$ cat src/rtl/memwb_pkg.sv
// Shared definitions for the MEM->WB elastic stage: load funct3 codes and
// the payload record carried through the two-entry skid buffer.
package memwb_pkg;

   // RISC-V load size/sign codes.
   localparam logic [2:0] F3_LB  = 3'b000;
   localparam logic [2:0] F3_LH  = 3'b001;
   localparam logic [2:0] F3_LW  = 3'b010;
   localparam logic [2:0] F3_LD  = 3'b011;
   localparam logic [2:0] F3_LBU = 3'b100;
   localparam logic [2:0] F3_LHU = 3'b101;
   localparam logic [2:0] F3_LWU = 3'b110;

   // Widest legal configuration. Each field is sized for it; an instance
   // with narrower widths zero-extends on entry and uses the low bits.
   localparam int MAX_ADDR_WIDTH  = 64;
   localparam int MAX_DATA_WIDTH  = 64;
   localparam int MAX_RADDR_WIDTH = 8;

   typedef struct packed {
      logic [MAX_ADDR_WIDTH-1:0]  pc;
      logic [MAX_DATA_WIDTH-1:0]  alu;
      logic [MAX_DATA_WIDTH-1:0]  mem;
      logic [MAX_RADDR_WIDTH-1:0] rd;
      logic [2:0]                 funct3;
      logic                       memtoreg;
      logic                       regwrite;
   } memwb_payload_t;

   // Number of byte-offset bits within one data word.
   function automatic int off_width(input int data_width);
      return $clog2(data_width / 8);
   endfunction

endpackage

$ cat src/rtl/load_extend.sv
// Combinational load alignment: shifts the addressed lane down to bit 0 and
// sign- or zero-extends it according to the load funct3 code.
module load_extend
   import memwb_pkg::*;
#(
   parameter int DATA_WIDTH = 32,
   parameter int OFF_WIDTH  = 2
) (
   input  logic [DATA_WIDTH-1:0] word,
   input  logic [OFF_WIDTH-1:0]  off,
   input  logic [2:0]            funct3,
   output logic [DATA_WIDTH-1:0] ext
);

   logic [DATA_WIDTH-1:0] lane;

   // Misaligned offsets are not trapped here; the shift is applied as-is.
   assign lane = word >> {off, 3'b000};

   // Select extension by load code; codes without a meaning at this width
   // pass the unshifted word through.
   always_comb begin
      ext = word;
      case (funct3)
         F3_LB:  ext = DATA_WIDTH'($signed(lane[7:0]));
         F3_LBU: ext = DATA_WIDTH'(lane[7:0]);
         F3_LH:  ext = DATA_WIDTH'($signed(lane[15:0]));
         F3_LHU: ext = DATA_WIDTH'(lane[15:0]);
         F3_LW:  ext = DATA_WIDTH'($signed(lane[31:0]));
         F3_LWU: begin
            if (DATA_WIDTH == 64) ext = DATA_WIDTH'(lane[31:0]);
         end
         F3_LD: begin
            if (DATA_WIDTH == 64) ext = lane;
         end
         default: ext = word;
      endcase
   end

endmodule

$ cat src/rtl/memwb_skid_stage.sv
// Elastic MEM->WB stage: two-entry skid buffer (head drives the outputs,
// skid catches the beat that arrives while head is blocked), load
// extension and MemtoReg select on the head entry, and a saturating
// back-pressure counter.
//
// Handshake: a beat transfers on any edge where valid && ready are both
// high; the sender holds valid and payload stable until it transfers.
// in_ready is taken straight from the skid-valid register, so nothing
// arriving on in_valid or out_ready can reach it combinationally.
module memwb_skid_stage
   import memwb_pkg::*;
#(
   parameter int                    ADDR_WIDTH  = 32,
   parameter logic [ADDR_WIDTH-1:0] PC_ADDR     = ADDR_WIDTH'(32'h8000_0000),
   parameter int                    DATA_WIDTH  = 32,
   parameter int                    RADDR_WIDTH = 5,
   parameter int                    CNT_WIDTH   = 16
) (
   input  logic                   clk,
   input  logic                   reset,
   input  logic                   flush,
   input  logic                   in_valid,
   output logic                   in_ready,
   input  logic [ADDR_WIDTH-1:0]  in_pc,
   input  logic [DATA_WIDTH-1:0]  in_alu,
   input  logic [DATA_WIDTH-1:0]  in_mem,
   input  logic [RADDR_WIDTH-1:0] in_rd,
   input  logic [2:0]             in_funct3,
   input  logic                   in_memtoreg,
   input  logic                   in_regwrite,
   output logic                   out_valid,
   input  logic                   out_ready,
   output logic [ADDR_WIDTH-1:0]  out_pc,
   output logic [DATA_WIDTH-1:0]  out_wdata,
   output logic [RADDR_WIDTH-1:0] out_rd,
   output logic                   out_we,
   output logic [1:0]             occupancy,
   output logic [CNT_WIDTH-1:0]   stall_cycles
);

   localparam int OFF_WIDTH = off_width(DATA_WIDTH);

   // Head payload after reset or flush: PC_ADDR with everything else zero.
   localparam memwb_payload_t RST_BEAT = '{pc: MAX_ADDR_WIDTH'(PC_ADDR), default: '0};

   if (!(DATA_WIDTH == 32 || DATA_WIDTH == 64)) begin : g_bad_data_width
      $error("memwb_skid_stage: DATA_WIDTH must be 32 or 64");
   end
   if (ADDR_WIDTH > MAX_ADDR_WIDTH || RADDR_WIDTH > MAX_RADDR_WIDTH) begin : g_bad_width
      $error("memwb_skid_stage: ADDR_WIDTH or RADDR_WIDTH exceeds payload field size");
   end

   memwb_payload_t         in_beat;
   memwb_payload_t         head_q, head_d;
   memwb_payload_t         skid_q, skid_d;
   logic                   head_valid_q, head_valid_d;
   logic                   skid_valid_q, skid_valid_d;
   logic [CNT_WIDTH-1:0]   stall_q, stall_d;
   logic                   accept;
   logic                   retire;
   logic [DATA_WIDTH-1:0]  ext_data;

   assign in_ready = !skid_valid_q;
   assign accept   = in_valid && in_ready;
   assign retire   = head_valid_q && out_ready;

   // Pack the incoming beat into the payload record.
   always_comb begin
      in_beat          = '0;
      in_beat.pc       = MAX_ADDR_WIDTH'(in_pc);
      in_beat.alu      = MAX_DATA_WIDTH'(in_alu);
      in_beat.mem      = MAX_DATA_WIDTH'(in_mem);
      in_beat.rd       = MAX_RADDR_WIDTH'(in_rd);
      in_beat.funct3   = in_funct3;
      in_beat.memtoreg = in_memtoreg;
      in_beat.regwrite = in_regwrite;
   end

   // Buffer next state: flush wins, then skid->head refill, then accept.
   // When skid is full in_ready is low, so refill and accept never collide.
   always_comb begin
      head_d       = head_q;
      skid_d       = skid_q;
      head_valid_d = head_valid_q;
      skid_valid_d = skid_valid_q;
      if (flush) begin
         head_d       = RST_BEAT;
         head_valid_d = 1'b0;
         skid_valid_d = 1'b0;
      end else if (retire && skid_valid_q) begin
         head_d       = skid_q;
         skid_valid_d = 1'b0;
      end else if (accept && (!head_valid_q || retire)) begin
         head_d       = in_beat;
         head_valid_d = 1'b1;
      end else if (accept) begin
         skid_d       = in_beat;
         skid_valid_d = 1'b1;
      end else if (retire) begin
         head_valid_d = 1'b0;
      end
   end

   // Back-pressure counter: count blocked head cycles, hold at all-ones.
   always_comb begin
      stall_d = stall_q;
      if (head_valid_q && !out_ready && (stall_q != '1)) begin
         stall_d = stall_q + 1'b1;
      end
   end

   // State registers; reset empties both entries immediately.
   always_ff @(posedge clk or posedge reset) begin
      if (reset) begin
         head_q       <= RST_BEAT;
         skid_q       <= '0;
         head_valid_q <= 1'b0;
         skid_valid_q <= 1'b0;
         stall_q      <= '0;
      end else begin
         head_q       <= head_d;
         skid_q       <= skid_d;
         head_valid_q <= head_valid_d;
         skid_valid_q <= skid_valid_d;
         stall_q      <= stall_d;
      end
   end

   load_extend #(
      .DATA_WIDTH (DATA_WIDTH),
      .OFF_WIDTH  (OFF_WIDTH)
   ) u_load_extend (
      .word   (head_q.mem[DATA_WIDTH-1:0]),
      .off    (head_q.alu[OFF_WIDTH-1:0]),
      .funct3 (head_q.funct3),
      .ext    (ext_data)
   );

   assign out_valid    = head_valid_q;
   assign out_pc       = head_q.pc[ADDR_WIDTH-1:0];
   assign out_rd       = head_q.rd[RADDR_WIDTH-1:0];
   assign out_wdata    = head_q.memtoreg ? ext_data : head_q.alu[DATA_WIDTH-1:0];
   assign out_we       = head_valid_q && head_q.regwrite && (head_q.rd[RADDR_WIDTH-1:0] != '0);
   assign occupancy    = 2'(head_valid_q) + 2'(skid_valid_q);
   assign stall_cycles = stall_q;

endmodule

$ cat config.mk
export PLATFORM = sky130hd
export DESIGN_NAME = memwb_skid_stage
export DESIGN_NICKNAME = d
export VERILOG_FILES = /design/src/rtl/memwb_pkg.sv /design/src/rtl/load_extend.sv /design/src/rtl/memwb_skid_stage.sv
export SDC_FILE = /design/constraint.sdc
export NUM_CORES = 1
export LEC_CHECK = 0
export BUFFER_PORTS_ARGS = -buffer_cell sky130_fd_sc_hd__buf_2
export CORE_MARGIN = 1
export CORE_UTILIZATION = 56
export CTS_CLUSTER_SIZE = 10
export DETAILED_ROUTE_END_ITERATION = 7
export PLACE_DENSITY_LB_ADDON = 0.3
export SLEW_MARGIN = 0
export SYNTH_ARGS = -nofsm -noshare
export SYNTH_HDL_FRONTEND = slang
export SYNTH_SLANG_ARGS = --single-unit
$ cat constraint.sdc
create_clock -name clk -period 10.2 [get_ports clk]
set_input_delay 2.04 -clock clk [delete_from_list [all_inputs] [get_ports clk]]
set_output_delay 2.04 -clock clk [all_outputs]
set_load 0.01 [all_outputs]
==> summary.txt <==
Finish
  – Fill cells: 1600
  – Layout net count: 1381
  – Syn-to-layout area delta: 14.8%
  – Design area: 0.0127 mm^2
  – Layout cells sized above 1: 0.279

Die
  – Die ar.: a little over 0.02 mm^2
  – Rows: 51
  – Boundary Pins: 201
  – Die Wd: 143 um
  – Die span in y: about 140 um
  – Core ar.: between 0.015 and 0.02 mm^2
  – Effective utilization at floorplan: 0.570

Timing
  – Least-Margin Pin Slew: 1060 ps
  – Worst slew margin: 0.293
  – Peak Freq: slightly below 0.2 GHz
  – Fin crit period: about 5100 ps
  – # setup viols final: 0
  – Final TNS setup: 0 ps
  – RSZ-0062 raised after global routing: false
  – Hold Vio Cnt, Final: 0
  – Final Cycle Share: 0.495
  – Fin Clk Skew: around 9.9 ps
  – Final Slew Violations: 0

Critical path
  – Slowest CP cell: dfrtp_1
  – Critical Path End Type: output pin
  – Worst Path Max Fanout: 30
  – Crit path buffers/inverters: 1
  – Crit path max-delay family: flip-flops
  – Type of the worst setup path: reg -> out
  – Worst EP required: 8160 ps
  – CP peak stage delay: slightly above 900 ps
  – CP arrival: 3010 ps
  – Startpoint types: register
  – CP cell instances: or3b_2, o22ai_1, nand2_1, o2bb2ai_1, a31oi_1, buf_2

Clock tree
  – Hold_buf cts: 0
  – H-tree depth: 1
  – Post-CTS Setup Inserts: 0
  – Clk sink count: 230
  – Clock slew at reported path FFs: 60 ps
  – Clk root buf: clkbuf_16
  – CTS tree: built
  – CTS max path bufs: 3
  – Worst-Skew Late Latency: 520 ps
  – Post-cts sizing count: 0
  – Inserted Clock Buffers: 27

Synthesis
  – Async S/R FF share, synth: 1.00
  – Post-Synthesis Cells: 1142
  – Syn_nets: 1255
  – Number of distinct library cells after synthesis: 50
  – Ys flop type: dfrtp_1
  – Syn Area/Cell: 9.68 um^2
  – EDFF count, synth: 0
  – Seq cells post-synth: 230
  – Sequential element share of the synthesized area: 0.521
  – Warnings from Yosys: 0
  – Synth Cell Area: approximately 0.011 mm^2

Status
  – Outcome: completed

Detailed routing
  – Via count: 8994
  – Routed vias/inst: 5.81
  – Total Wirelength: approximately 29000 um
  – WL per Instance: 18.7 um
  – Initial drt markers: between 700 and 800
  – DRC Markers: 0
  – Pre-Repair DR Iteration Count: 5
  – Detail Route Antenna Nets: 0

Power
  – Clock share of power: 0.348
  – Peak supply drop: 0.000137 V
  – Comb power frac: 0.169
  – NetSw: a little under 0.7 mW
  – Pwr/cell area: approximately 200 mW/mm^2
  – Leak: approximately 5.7 nW
  – Sw Ratio: 0.277
  – Cell Int Power: 1.78 mW
  – Register share of total power: 0.483

Job
  – MaxCap Viol Count: 0

Placed design
  – GP Congestion: 0.939
  – DP Wirelength: 18500 um
  – Cell Area, Placed: 0.0119 mm^2
  – Port bufs: 200

Worst hold path
  – Type of the worst min-delay path: reg -> reg

Global routing
  – First-pass GRT wire length: 46100 um
  – Initial antenna violation count: 6
  – Global Route Usage Sum: 0.291
  – Maximum number of pins on one net before global-route repair: 93
  – Vias in the first global route: 8570
  – Overflow after GRT: 0
[synth_stat cells, types with 13 or more instances]
| master | instances | area share |
|---|---|---|
| mux2_2 | 107 | 0.11 |
| nand2_1 | 130 | 0.044 |
| dfrtp_1 | 229 | 0.52 |
| mux2i_1 | 17 | 0.015 |
| o21ai_0 | 138 | 0.062 |
| nor2_1 | 146 | 0.050 |
| a21oi_1 | 117 | 0.053 |
| inv_1 | 27 | 0.0092 |
| buf_2 | 13 | 0.0059 |
| clkbuf_1 | 56 | 0.019 |
| buf_4 | 38 | 0.026 |
[layout by cell type, fill, tap and decap left out, drive strengths merged, types with 3 or more instances in the layout]
cell type | synthesis | final
nand2 | 130 | 130
o21ai | 138 | 138
o2bb2ai | 12 | 12
nor2 | 146 | 146
and4 | 3 | 3
or3 | 4 | 4
buf | 56 | 209
clkbuf | 56 | 40
a311oi | 8 | 8
a21oi | 117 | 117
nand3 | 11 | 11
xnor2 | 9 | 9
inv | 27 | 27
mux2 | 107 | 107
nand2b | 4 | 4
dfrtp | 229 | 229
xor2 | 6 | 6
o221ai | 12 | 12
nor2b | 3 | 3
and3 | 5 | 5
mux2i | 17 | 17
nand4 | 4 | 4
a31oi | 9 | 9
diode | 0 | 3
[power by group through the flow]
| stage | registers, mW | logic [mW] | clock network (mW) |
|---|---|---|---|
| after global routing | 1.21 | 0.463 | 0.909 |
| after detailed placement | 1.20 | 0.416 | 0 |
| final | 1.19 | 0.417 | 0.858 |
| after floorplan | 1.16 | 0.313 | 0 |
| after CTS | 1.19 | 0.419 | 0.872 |
| after global placement | 1.19 | 0.404 | 0 |
[final timing paths]
| kind | slack [ps] | cells past startpoint | endpoint | startpoint |
|---|---|---|---|---|
| worst max-delay path | 5150 | 6 | out_wdata[12] | head_q[78] |
| worst min-delay path | 500 | 1 | stall_cycles[7] | stall_cycles[7] |
| worst max register to register | 7320 | 6 | out_pc[3] | out_valid |
| worst min register to register | 500 | 1 | stall_cycles[7] | stall_cycles[7] |
| max in group asynchronous | 7180 | 3 | out_pc[11] | reset |
| min in group asynchronous | 1620 | 2 | head_q[80] | reset |
[cell families (layout without fill, tap and decap cells)]
| family | after synthesis | count (layout) | synth area share |
|---|---|---|---|
| buf+inv | 140 | 279 | 0.0619 |
| compound gates | 312 | 312 | 0.159 |
| other cells | 0 | 3 | 0 |
| simple gates | 318 | 318 | 0.118 |
| mux | 125 | 125 | 0.126 |
| xor+xnor | 15 | 15 | 0.0119 |
| fa+ha+maj | 2 | 2 | 0.00226 |
| flops | 230 | 230 | 0.521 |
[area by class of cell]
| class | instances | area, um^2 | share of cell area |
|---|---|---|---|
| diodes | 3 | 7.51 | 0.000591 |
| clock buffers | 40 | 724 | 0.0571 |
| clock inverters | 2 | 35.0 | 0.00276 |
| inverters | 28 | 113 | 0.00887 |
| multi-input cells | 772 | 4660 | 0.367 |
| flip-flops and latches | 230 | 5760 | 0.454 |
| well taps | 265 | 332 | 0.0261 |
| repair buffers | 209 | 1070 | 0.0842 |
[registers in the layout, indices dropped and copies added, names as in the netlist]
register,flops
out_valid,1
skid_valid_q,1
out_rd,5
out_pc,32
skid_q,106
head_q,69
stall_cycles,16
[metal layers]
layer / GRT usage / routed length (um) / part of all wire / vias up
met1: 0.385 / 11900 / 0.41 / 4443
li1: - / - / - / 4163
met5: 0 / 35 / 0.0012 / -
met4: 0.115 / 1000 / 0.035 / 6
met2: 0.471 / 13900 / 0.48 / 317
met3: 0.0589 / 2060 / 0.071 / 65
[stage by stage]
step / hold slack (ps) / setup WS (ps) / std cells / total power [mW] / utilization
after floorplan: 474 / 1860 / 1142 / 1.48 / -
after global placement: 475 / 5700 / 1504 / 1.60 / 0.615
after detailed placement: 484 / 5680 / 1504 / 1.62 / 0.615
after CTS: 503 / 5230 / 1546 / 2.48 / 0.654
after global routing: 513 / 4960 / 1547 / 2.58 / 0.654
final: 501 / 5150 / 1549 / 2.47 / 0.654
Power figures use the tool's default switching activity.
